`src/rtl/uart_pkg.sv`:
```
// rtl/uart_pkg.sv - shared UART byte width and TX FIFO handshake state encoding
package uart_pkg;

  localparam int UART_DATA_W = 8;

  typedef enum logic [1:0] {
    IDLE = 2'd0,
    SEND = 2'd1,
    DONE = 2'd2
  } tx_state_t;

endpackage

```
`src/rtl/uart_fifo_mem.sv`:
```
// rtl/uart_fifo_mem.sv - byte storage for the TX FIFO, synchronous write, combinational read
module uart_fifo_mem #(
  parameter int DEPTH_LOG2 = 4,
  parameter int DATA_W     = 8
) (
  input  logic                  clk,
  input  logic                  we,
  input  logic [DEPTH_LOG2-1:0] waddr,
  input  logic [DATA_W-1:0]     wdata,
  input  logic [DEPTH_LOG2-1:0] raddr,
  output logic [DATA_W-1:0]     rdata
);

  logic [DATA_W-1:0] mem [2**DEPTH_LOG2];

  always_ff @(posedge clk) begin
    if (we) mem[waddr] <= wdata;
  end

  assign rdata = mem[raddr];

endmodule

```
`src/rtl/uart_tx_fifo.sv`:
```
// rtl/uart_tx_fifo.sv - byte queue feeding the uart tx_valid/tx_busy handshake
// Optional sticky overflow flag enabled by defining UART_TX_FIFO_OVF_EN.
import uart_pkg::*;

module uart_tx_fifo #(
  parameter int DEPTH_LOG2 = 4,
  parameter int DATA_W     = UART_DATA_W
) (
  input  logic                  clk,
  input  logic                  rstb,
  input  logic                  wr_valid,
  input  logic [DATA_W-1:0]     wr_data,
  output logic                  wr_ready,
  output logic                  tx_valid,
  output logic [DATA_W-1:0]     tx_data,
  input  logic                  tx_busy,
  output logic [DEPTH_LOG2:0]   level,
  output logic                  empty,
  output logic                  full,
  output logic                  ovf,
  input  logic                  ovf_clr
);

  localparam int AW = DEPTH_LOG2;
  localparam logic [AW:0] PTR_ONE = {{AW{1'b0}}, 1'b1};

  logic [AW:0]       wptr, rptr;
  logic [DATA_W-1:0] head;
  logic              do_wr, do_pop, tx_valid_next;
  tx_state_t         state, state_next;

  // Extra wrap bit distinguishes full from empty when the low bits match.
  assign empty    = (wptr == rptr);
  assign full     = (wptr[AW] != rptr[AW]) && (wptr[AW-1:0] == rptr[AW-1:0]);
  assign level    = wptr - rptr;
  assign wr_ready = !full;
  assign do_wr    = wr_valid && !full;
  assign do_pop   = (state == IDLE) && !empty && !tx_busy;

  uart_fifo_mem #(.DEPTH_LOG2(DEPTH_LOG2), .DATA_W(DATA_W)) u_mem (
    .clk   (clk),
    .we    (do_wr),
    .waddr (wptr[AW-1:0]),
    .wdata (wr_data),
    .raddr (rptr[AW-1:0]),
    .rdata (head)
  );

  always_ff @(posedge clk or negedge rstb) begin
    if (!rstb) begin
      wptr    <= '0;
      rptr    <= '0;
      tx_data <= '0;
    end else begin
      if (do_wr) wptr <= wptr + PTR_ONE;
      if (do_pop) begin
        rptr    <= rptr + PTR_ONE;
        tx_data <= head;
      end
    end
  end

  always_ff @(posedge clk or negedge rstb) begin
    if (!rstb) begin
      state    <= IDLE;
      tx_valid <= 1'b0;
    end else begin
      state    <= state_next;
      tx_valid <= tx_valid_next;
    end
  end

  // tx_valid is held through SEND until busy is seen while it is already asserted.
  always_comb begin
    state_next    = state;
    tx_valid_next = 1'b0;
    case (state)
      IDLE: if (do_pop) state_next = SEND;
      SEND: begin
        if (tx_valid && tx_busy) state_next = DONE;
        else                     tx_valid_next = 1'b1;
      end
      DONE: if (!tx_busy) state_next = IDLE;
      default: state_next = IDLE;
    endcase
  end

`ifdef UART_TX_FIFO_OVF_EN
  always_ff @(posedge clk or negedge rstb) begin
    if (!rstb)                 ovf <= 1'b0;
    else if (wr_valid && full) ovf <= 1'b1;
    else if (ovf_clr)          ovf <= 1'b0;
  end
`else
  logic unused_ovf_clr;
  assign unused_ovf_clr = ovf_clr;
  assign ovf            = 1'b0;
`endif

endmodule

```
`config.mk`:
```
export PLATFORM = sky130hd
export DESIGN_NAME = uart_tx_fifo
export DESIGN_NICKNAME = d
export VERILOG_FILES = /design/src/rtl/uart_pkg.sv /design/src/rtl/uart_fifo_mem.sv /design/src/rtl/uart_tx_fifo.sv
export SDC_FILE = /design/constraint.sdc
export NUM_CORES = 1
export LEC_CHECK = 0
export CAP_MARGIN = 20
export CORE_MARGIN = 4
export CORE_UTILIZATION = 44
export CTS_CLUSTER_DIAMETER = 150
export CTS_CLUSTER_SIZE = 25
export DETAILED_ROUTE_END_ITERATION = 8
export GPL_TIMING_DRIVEN = 0
export HOLD_SLACK_MARGIN = 0.05
export PLACE_DENSITY = 0.73
export REMOVE_ABC_BUFFERS = 1
export SETUP_SLACK_MARGIN = 0.1
export SLEW_MARGIN = 20
export SYNTH_ARGS = -nofsm -noshare
export SYNTH_HDL_FRONTEND = slang
export SYNTH_SLANG_ARGS = --single-unit
export TNS_END_PERCENT = 30
```
`constraint.sdc`:
```
create_clock -name clk -period 3.5 [get_ports clk]
set_input_delay 1.05 -clock clk [delete_from_list [all_inputs] [get_ports clk]]
set_output_delay 1.05 -clock clk [all_outputs]
set_load 0.02 [all_outputs]
```
==> results.json, run 1 <==
{
  "clkSinkCount": 149,
  "die_x_microns": 125.5,
  "cts-root-buf": "clkbuf_16",
  "power.leakage_nw": 2.524,
  "met3_usage": 0.03539,
  "cp.required_ps": 2450,
  "gr-total-overflow": 0,
  "vdd_drop_max_mv": 0.3751,
  "arrival_ps": 2300,
  "worstMarginPinSlew_ps": 950.9,
  "seqPwrFrac": 0.384,
  "finalHoldViolations": 0,
  "critical_path_class": "register to primary output",
  "ff_latch_area_sq_um": 4378,
  "ys_seq_elements": 149,
  "grtUsageTotal": 0.1573,
  "antenna_cells": 0,
  "start_util": 0.4530,
  "pwr_density_cell_nw_per_um2": 897.3,
  "internal_power_mw": 4.400,
  "whs_ps": 523.5,
  "drive_above_1_share": 0.1592,
  "area.growth.synth_to_final_pct": 18.57,
  "combPwrFrac": 0.316,
  "crit_path_start_kind": "register",
  "synth.avg_cell_area_sq_um": 17.15,
  "cts_tree": "built",
  "final_util": 0.5372,
  "endpoint": "full",
  "rr_worst_depth": 6,
  "final_common_cell": "edfxtp_1",
  "cts_buffers": 17,
  "crit_path_end_kind": "primary output",
  "final_cell_mix": "edfxtp_1, mux2i_1, nor2_1",
  "io_pins": 31,
  "swShare": 0.3188,
  "gp_congestion": 0.7774,
  "max_cap_viol_count": 0,
  "cts_buffer_depth": 2,
  "firstDrtPassIters": 4,
  "die_h_microns": 125.5,
  "r2r-start": "rptr[2]",
  "finalNetCount": 412,
  "setup_viol": 0,
  "drc": 0,
  "place_inst": 544,
  "worstHoldPathType": "register to register",
  "core_sq_um": 13400,
  "multi_input_area_sq_um": 1540,
  "busiest_layer": "met2",
  "grtUsageMet1": 0.2061,
  "vias": 3208,
  "finalNonFillerCells": 578,
  "maxSlewViolCount": 0,
  "first_iter_violations": 328,
  "pwr-share-clk": 0.299,
  "grt_pass1_vias": 3291,
  "max_freq_ghz": 0.2985,
  "n_fill_cell": 1038,
  "clkTransAtPathRegs_ps": 60,
  "ant_nets": 0,
  "grt_pass1_wl_microns": 18430,
  "rsz0062_at_grt": "yes",
  "viasPerCell": 5.550,
  "outcome": "finished, final reports clean",
  "r2r_slack_ps": 550,
  "ys.flop_type": "edfxtp_1",
  "wl_microns": 11950,
  "critical_path.max_fanout": 24,
  "power_switching_mw": 2.059,
  "synth.distinct_cells": 38,
  "cp-startpoint": "rptr[2]",
  "clk_latency_ps": 420,
  "synth_edf_count": 128,
  "ys_warn_count": 0,
  "netlist_instances": 354,
  "io_buffers": 28,
  "die_area_sq_um": 15740,
  "slew_headroom": 0.3637,
  "fin_worst_skew_ps": 14.49,
  "postCtsHoldBufs": 0,
  "antenna_found_initial": 0,
  "htree_levels": 4,
  "wl_per_cell_microns": 20.67,
  "grt_max_degree": 25,
  "synth-seq-area-share": 0.7197,
  "post-dp-hpwl_microns": 7340,
  "met2_usage": 0.2546,
  "ys_async_sr_fraction": 0.1409,
  "syn-cell-area_sq_um": 6071,
  "min_period_ps": 3350,
  "r2r-end": "u_mem.mem[14][7]",
  "finalCritPeriodShare": 0.9571,
  "num_rows": 42
}
-- metal layers --
metal / wire length, microns / part of all wire
met4: 239 / 0.020
met3: 761 / 0.064
met1: 5135 / 0.43
met5: 0 / 0
met2: 5812 / 0.49
-- sequential cells by signal, summed over array words and instances (netlist names) --
| signal | flops |
|---|---|
| wptr | 5 |
| rptr | 5 |
| tx_valid | 1 |
| state | 2 |
| u_mem.mem | 128 |
| tx_data | 8 |
-- synth_stat cells (all sizes together), types with 4 or more instances --
| master | count | area share |
|---|---|---|
| nand2 | 5 | 0.0031 |
| mux2i | 32 | 0.053 |
| dfrtp | 21 | 0.087 |
| a22oi | 8 | 0.0099 |
| buf | 16 | 0.023 |
| nor4 | 4 | 0.0041 |
| nor3 | 5 | 0.0041 |
| inv | 15 | 0.0093 |
| xnor2 | 11 | 0.016 |
| o22ai | 16 | 0.016 |
| nor2 | 22 | 0.014 |
| a31oi | 8 | 0.0082 |
| nor2b | 4 | 0.0041 |
| and3 | 4 | 0.0041 |
| ha | 9 | 0.019 |
| mux4 | 16 | 0.061 |
| nand4 | 5 | 0.0052 |
| edfxtp | 128 | 0.63 |
-- critical path, cell delays in order (launching register included) --
cell           delay [ps]
dfrtp_4               640
inv_1                  80
ha_1                  360
nand4_1               210
nand2b_1              210
inv_1                  60
dlygate4sd2_1         320
-- power groups by stage --
stage	clock network (mW)	logic (mW)	registers, mW
6_report	1.93	2.04	2.48
5_1_grt	2.04	2.21	2.51
4_1_cts	1.95	2.07	2.48
3_5_place_dp	0	2.03	2.54
3_3_place_gp	0	1.87	2.61
2_1_floorplan	0	1.20	2.57
-- final cells by class --
class | count | area share
sequential | 149 | 0.6082
multi-input combinational | 171 | 0.2140
clock buffer | 27 | 0.08031
timing repair buffer | 35 | 0.04815
tap | 176 | 0.03059
clock inverter | 5 | 0.01095
inverter | 15 | 0.007822
-- worst min path at each step --
stage | slack, ps | to | from | cells after the start
2_1_floorplan | 500 | rptr[4] | rptr[4] | 1
3_3_place_gp | 490 | tx_valid | tx_valid | 1
3_5_place_dp | 520 | tx_valid | tx_valid | 1
4_1_cts | 520 | tx_valid | tx_valid | 1
5_1_grt | 550 | tx_valid | tx_valid | 1
6_report | 520 | tx_valid | tx_valid | 1
-- cell families (layout without fill, tap and decap cells) --
logic type               Yosys count  in the layout  share of synthesized area
adder cells (fa/ha/maj)           10             10                    0.02185
other                              1              1                  0.0006177
AND/OR/NAND/NOR                   56             56                    0.04596
multiplexers                      48             48                     0.1134
flip-flops                       149            149                     0.7197
buffers and inverters             34             82                    0.03400
AO/OA/AOI/OAI                     43             43                    0.04575
XOR/XNOR                          13             13                    0.01876
-- stage by stage --
step           setup WS, ps  power, mW  area [sq um]  TNS, ps
2_1_floorplan        -565.7      3.771          5921   -33080
3_3_place_gp          -1917      4.481          6421  -204830
3_5_place_dp         -186.7      4.567          6518   -442.7
4_1_cts               36.82      6.499          7212        0
5_1_grt               4.813      6.760          7198        0
6_report              150.1      6.459          7198        0
-- timing repair --
action | 4_1_cts | 5_1_grt
gates resized for setup | 11 | 4
pin swaps | 0 | 0
cloned | 1 | 0
setup buffers | 1 | 0
endpoints found under the setup margin | 6 | 4
No activity file was read; power rests on OpenSTA's default activity.
==> run 2, diff against run 1 <==
- CORE_UTILIZATION: 44 -> 40
- PLACE_DENSITY: 0.73 -> 0.69
==> run 2 against run 1 <==
  * Via count decreased by 1.0%
  * Power decreased by 2.5%
  * Non-clock buffer count rose by 1
  * Combinational power rose by 2%
  * Setup slack improved by 3.4 ps
  * Global-route usage decreased by 1.3 points
  * Cell count rose by 1.6%
  * Maximum frequency is 0.10% higher
  * Die area grew 9.4%
  * Largest power group unchanged
==> results.json, run 2 (synthesized netlist as in run 1, its figures left out) <==
{
  "die_h_microns": 131.2,
  "crit_path_start_kind": "register",
  "finalNetCount": 413,
  "grt_max_degree": 41,
  "wl_per_cell_microns": 20.24,
  "htree_levels": 4,
  "clkTransAtPathRegs_ps": 60,
  "firstDrtPassIters": 5,
  "worstMarginPinSlew_ps": 997.2,
  "final_common_cell": "edfxtp_1",
  "cts_tree": "built",
  "die_area_sq_um": 17210,
  "placed_area_sq_um": 6533,
  "max_cap_viol_count": 0,
  "clk_latency_ps": 410,
  "vdd_drop_max_mv": 0.4763,
  "drc": 0,
  "critical_path.max_fanout": 4,
  "finalHoldViolations": 0,
  "final_cell_mix": "edfxtp_1, mux2i_1, nor2_1, clkdlybuf4s50_1",
  "fin_worst_skew_ps": 6.334,
  "finalNonFillerCells": 587,
  "rsz0062_at_grt": "yes",
  "clkSinkCount": 149,
  "whs_ps": 524.7,
  "grtUsageTotal": 0.1443,
  "antenna_cells": 0,
  "regMostFlops": "u_mem.mem",
  "die_x_microns": 131.2,
  "start_util": 0.4130,
  "largest_reg_flops": 128,
  "reg_top3": "u_mem.mem: 128 flops, tx_data: 8 flops",
  "antenna_found_initial": 0,
  "area.growth.synth_to_final_pct": 17.62,
  "cts_buffer_depth": 2,
  "final_util": 0.4858,
  "cts-root-buf": "clkbuf_16",
  "gr-total-overflow": 0,
  "worstHoldPathType": "register to register",
  "arrival_ps": 2300,
  "setup_viol": 0,
  "postCtsHoldBufs": 0,
  "maxSlewViolCount": 0,
  "drive_above_1_share": 0.1563,
  "slew_headroom": 0.3331,
  "wl_microns": 11880,
  "grt_pass1_wl_microns": 18550,
  "post-dp-hpwl_microns": 7390,
  "critical_path_class": "register to primary output",
  "grt_pass1_vias": 3275,
  "pwr_density_cell_nw_per_um2": 881.5,
  "cp-startpoint": "wptr[0]",
  "io_buffers": 28,
  "core_sq_um": 14700,
  "power.leakage_nw": 2.486,
  "first_iter_violations": 288,
  "ant_nets": 0,
  "total_power_mw": 6.295,
  "outcome": "finished, final reports clean",
  "finalCritPeriodShare": 0.9561,
  "max_freq_ghz": 0.2988,
  "cp.required_ps": 2450,
  "min_from": "tx_valid",
  "cts_buffers": 17,
  "viasPerCell": 5.409,
  "fin_area_sq_um": 7141,
  "gp_congestion": 0.7759,
  "vias": 3175,
  "place_inst": 552,
  "io_pins": 31,
  "r2r-start": "rptr[2]",
  "num_rows": 44,
  "min_period_ps": 3346,
  "crit_path_end_kind": "primary output"
}
## run 2: power by group
group	internal [mW]	switching [mW]	leakage, nW
Sequential	2.22	0.234	1.40
Clock	1.06	0.706	0.286
Combinational	0.918	1.16	0.800
Total	4.19	2.10	2.49
## run 2: layer usage
layer  track usage  routed length (microns)
met4       0.06068                      255
met2        0.2270                     5619
met5             0                        0
met1        0.1874                     5184
met3       0.04472                      822
## run 2: cell type report
| type | instances | area, sq um |
|---|---|---|
| clock inverters | 14 | 150.1 |
| multi-input cells | 171 | 1540 |
| clock buffers | 18 | 429.2 |
| fillers | 1203 | 7559 |
| inverters | 15 | 56.30 |
| flip-flops and latches | 149 | 4379 |
| repair buffers | 36 | 355.3 |
| well taps | 184 | 230.2 |
## run 2: worst paths after layout
kind,endpoint,slack (ps),cells after the start
setup reg to reg,u_mem.mem[12][2],710,6
hold / removal,tx_valid,520,1
setup / recovery,level[4],150,8
hold reg to reg,tx_valid,520,1
max in group asynchronous,rptr[2],1590,1
min in group asynchronous,tx_valid,1190,1
## run 2: what timing repair did
action,in CTS,in global routing
setup buffers,3,0
endpoints found under the setup margin,6,4
gates resized for setup,9,1
## run 2: worst max-delay path, cell delays in order, from the launching register on
cell and delay [ps]:
dfrtp_1 400, inv_1 120, ha_1 230, fa_1 410
inv_1 70, a21o_1 110, a21oi_1 70, xnor2_1 130
dlygate4sd2_1 340
## run 2: through the flow
stage / setup TNS [ps] / setup WS (ps)
CTS: 0 / 111.8
global route: 0 / 38.06
finish: 0 / 153.5
detailed placement: -296.7 / -168.6
global placement: -214870 / -2037
floorplan: -33080 / -565.7
==> run 3, diff against run 2 <==
- CTS_CLUSTER_SIZE: 25 -> 24
- clock period: 3.5 -> 3.4 ns (I/O delays scaled with it)
==> run 3 against run 2 <==
  * Cell area is essentially flat
  * Non-clock buffer count grew 1
  * Worst hold slack is essentially flat
  * Wire length grew 0.23%
  * Setup slack lost 29 ps
  * Critical endpoint is now level[1]
  * Combinational power grew 4%
  * Via count grew 0.85%
  * Power grew 2.9%
  * Clock power grew 3%
  * Global-route usage grew 0.058 points
  * First-iteration DRC count grew 16%
==> results.json, run 3 (synthesized netlist as in run 1, its figures left out) <==
{
  "worstHoldPathType": "register to register",
  "post-dp-hpwl_microns": 7390,
  "final_util": 0.4860,
  "cts_buffer_depth": 2,
  "antenna_cells": 0,
  "antenna_found_initial": 0,
  "largest_reg_flops": 128,
  "die_h_microns": 131.2,
  "crit_path_top_delay_cell": "clkdlybuf4s50_1",
  "finalCritPeriodShare": 0.9635,
  "clk_latency_ps": 420,
  "clkSinkCount": 149,
  "r2r_slack_ps": 650,
  "place_inst": 552,
  "min_period_ps": 3276,
  "fin_area_sq_um": 7143,
  "crit_chain": "inv_1 -> ha_1 -> fa_1 -> inv_1 -> clkdlybuf4s50_1",
  "critical_path_class": "register to primary output",
  "slowest_delay_ps": 590,
  "cts-root-buf": "clkbuf_16",
  "crit_path_end_kind": "primary output",
  "postCtsHoldBufs": 0,
  "max_cap_viol_count": 0,
  "placed_area_sq_um": 6533,
  "num_rows": 44,
  "rsz0062_at_grt": "yes",
  "viasPerCell": 5.446,
  "wl_microns": 11910,
  "pwr_density_cell_nw_per_um2": 906.4,
  "io_buffers": 28,
  "regMostFlops": "u_mem.mem",
  "start_util": 0.4130,
  "reg_top3": "u_mem.mem: 128 flops, tx_data: 8 flops",
  "drc": 0,
  "gp_congestion": 0.7759,
  "worstMarginPinSlew_ps": 1007,
  "firstDrtPassIters": 5,
  "slew_headroom": 0.3268,
  "outcome": "finished, final reports clean",
  "crit_path_start_kind": "register",
  "core_sq_um": 14700,
  "r2r-start": "wptr[2]",
  "cts_tree": "built",
  "crit_family": "buffers and inverters",
  "grt_pass1_wl_microns": 18630,
  "rr_worst_depth": 5,
  "clkTransAtPathRegs_ps": 60,
  "area.growth.synth_to_final_pct": 17.66,
  "whs_endpoint": "tx_valid",
  "ant_nets": 0,
  "first_iter_violations": 333,
  "path_buf_inv": 3,
  "final_common_cell": "edfxtp_1",
  "final_cell_mix": "edfxtp_1, mux2i_1, nor2_1, clkdlybuf4s50_1",
  "cp.required_ps": 2380,
  "critical_path.max_fanout": 4,
  "power.leakage_nw": 2.482,
  "io_pins": 31,
  "die_x_microns": 131.2,
  "htree_levels": 4,
  "grt_pass1_vias": 3277,
  "gr-total-overflow": 0,
  "drive_above_1_share": 0.1609,
  "vdd_drop_max_mv": 0.4618,
  "cp_common_cell": "inv_1",
  "vias": 3202,
  "maxSlewViolCount": 0,
  "max_freq_ghz": 0.3053,
  "holdPathStages": 1,
  "setup_viol": 0,
  "finalNetCount": 414,
  "cts_buffers": 17,
  "arrival_ps": 2260,
  "grtUsageTotal": 0.1449,
  "wl_per_cell_microns": 20.25,
  "n_fill_cell": 1205,
  "fin_worst_skew_ps": 9.905,
  "min_from": "tx_valid",
  "finalHoldViolations": 0,
  "grt_max_degree": 41,
  "r2r-end": "u_mem.mem[13][6]",
  "die_area_sq_um": 17210,
  "finalNonFillerCells": 588,
  "whs_ps": 524.3
}
-- run 3: cell types whose count changed in the layout (fill, tap and decap cells not counted) --
cell and delta:
buf_4 +1, clkbuf_2 +1, dfrtp_2 -1, dfrtp_4 +1
dlymetal6s2s_1 -1
-- run 3: worst max-delay path by stage --
stage | startpoint | to | slack, ps | depth (start not counted)
final | wptr[0] | level[1] | 120 | 5
after global routing | wptr[0] | level[1] | 3 | 5
after CTS | wptr[0] | level[4] | 70 | 8
after detailed placement | rptr[2] | level[4] | -240 | 6
after global placement | rptr[1] | u_mem.mem[3][0] | -2140 | 5
after floorplan | rptr[1] | full | -640 | 5
-- run 3: per-stage QoR --
stage          power, mW  TNS (ps)  setup slack [ps]
2_1_floorplan      3.881    -45570            -635.7
3_3_place_gp       4.621   -230060             -2137
3_5_place_dp       4.702    -607.3            -238.6
4_1_cts            6.522         0             69.49
5_1_grt            6.823         0             2.954
6_report           6.475         0             124.2
-- run 3: where the power goes --
part | internal [mW] | total, mW | switching, mW
Combinational | 0.933 | 2.16 | 1.23
Sequential | 2.29 | 2.50 | 0.211
Clock | 1.09 | 1.81 | 0.727
Total | 4.31 | 6.47 | 2.17
-- run 3: metal layers --
layer | up-vias | track usage | part of all wire
li1 | 1448 | - | -
met1 | 1620 | 0.1884 | 0.44
met2 | 113 | 0.2272 | 0.47
met3 | 21 | 0.04396 | 0.063
met4 | 0 | 0.06301 | 0.024
met5 | - | 0 | 0
-- run 3: final cells by class --
type | instances | area [sq um] | area share
repair buffers | 37 | 355.3 | 0.04975
clock inverters | 14 | 150.1 | 0.02102
well taps | 184 | 230.2 | 0.03223
flip-flops and latches | 149 | 4382 | 0.6134
clock buffers | 18 | 429.2 | 0.06008
multi-input cells | 171 | 1540 | 0.2156
inverters | 15 | 56.30 | 0.007882
-- run 3: repair_timing --
action,4_1_cts,5_1_grt
endpoints found under the setup margin,39,4
gates resized for setup,11,3
buffers inserted,4,0
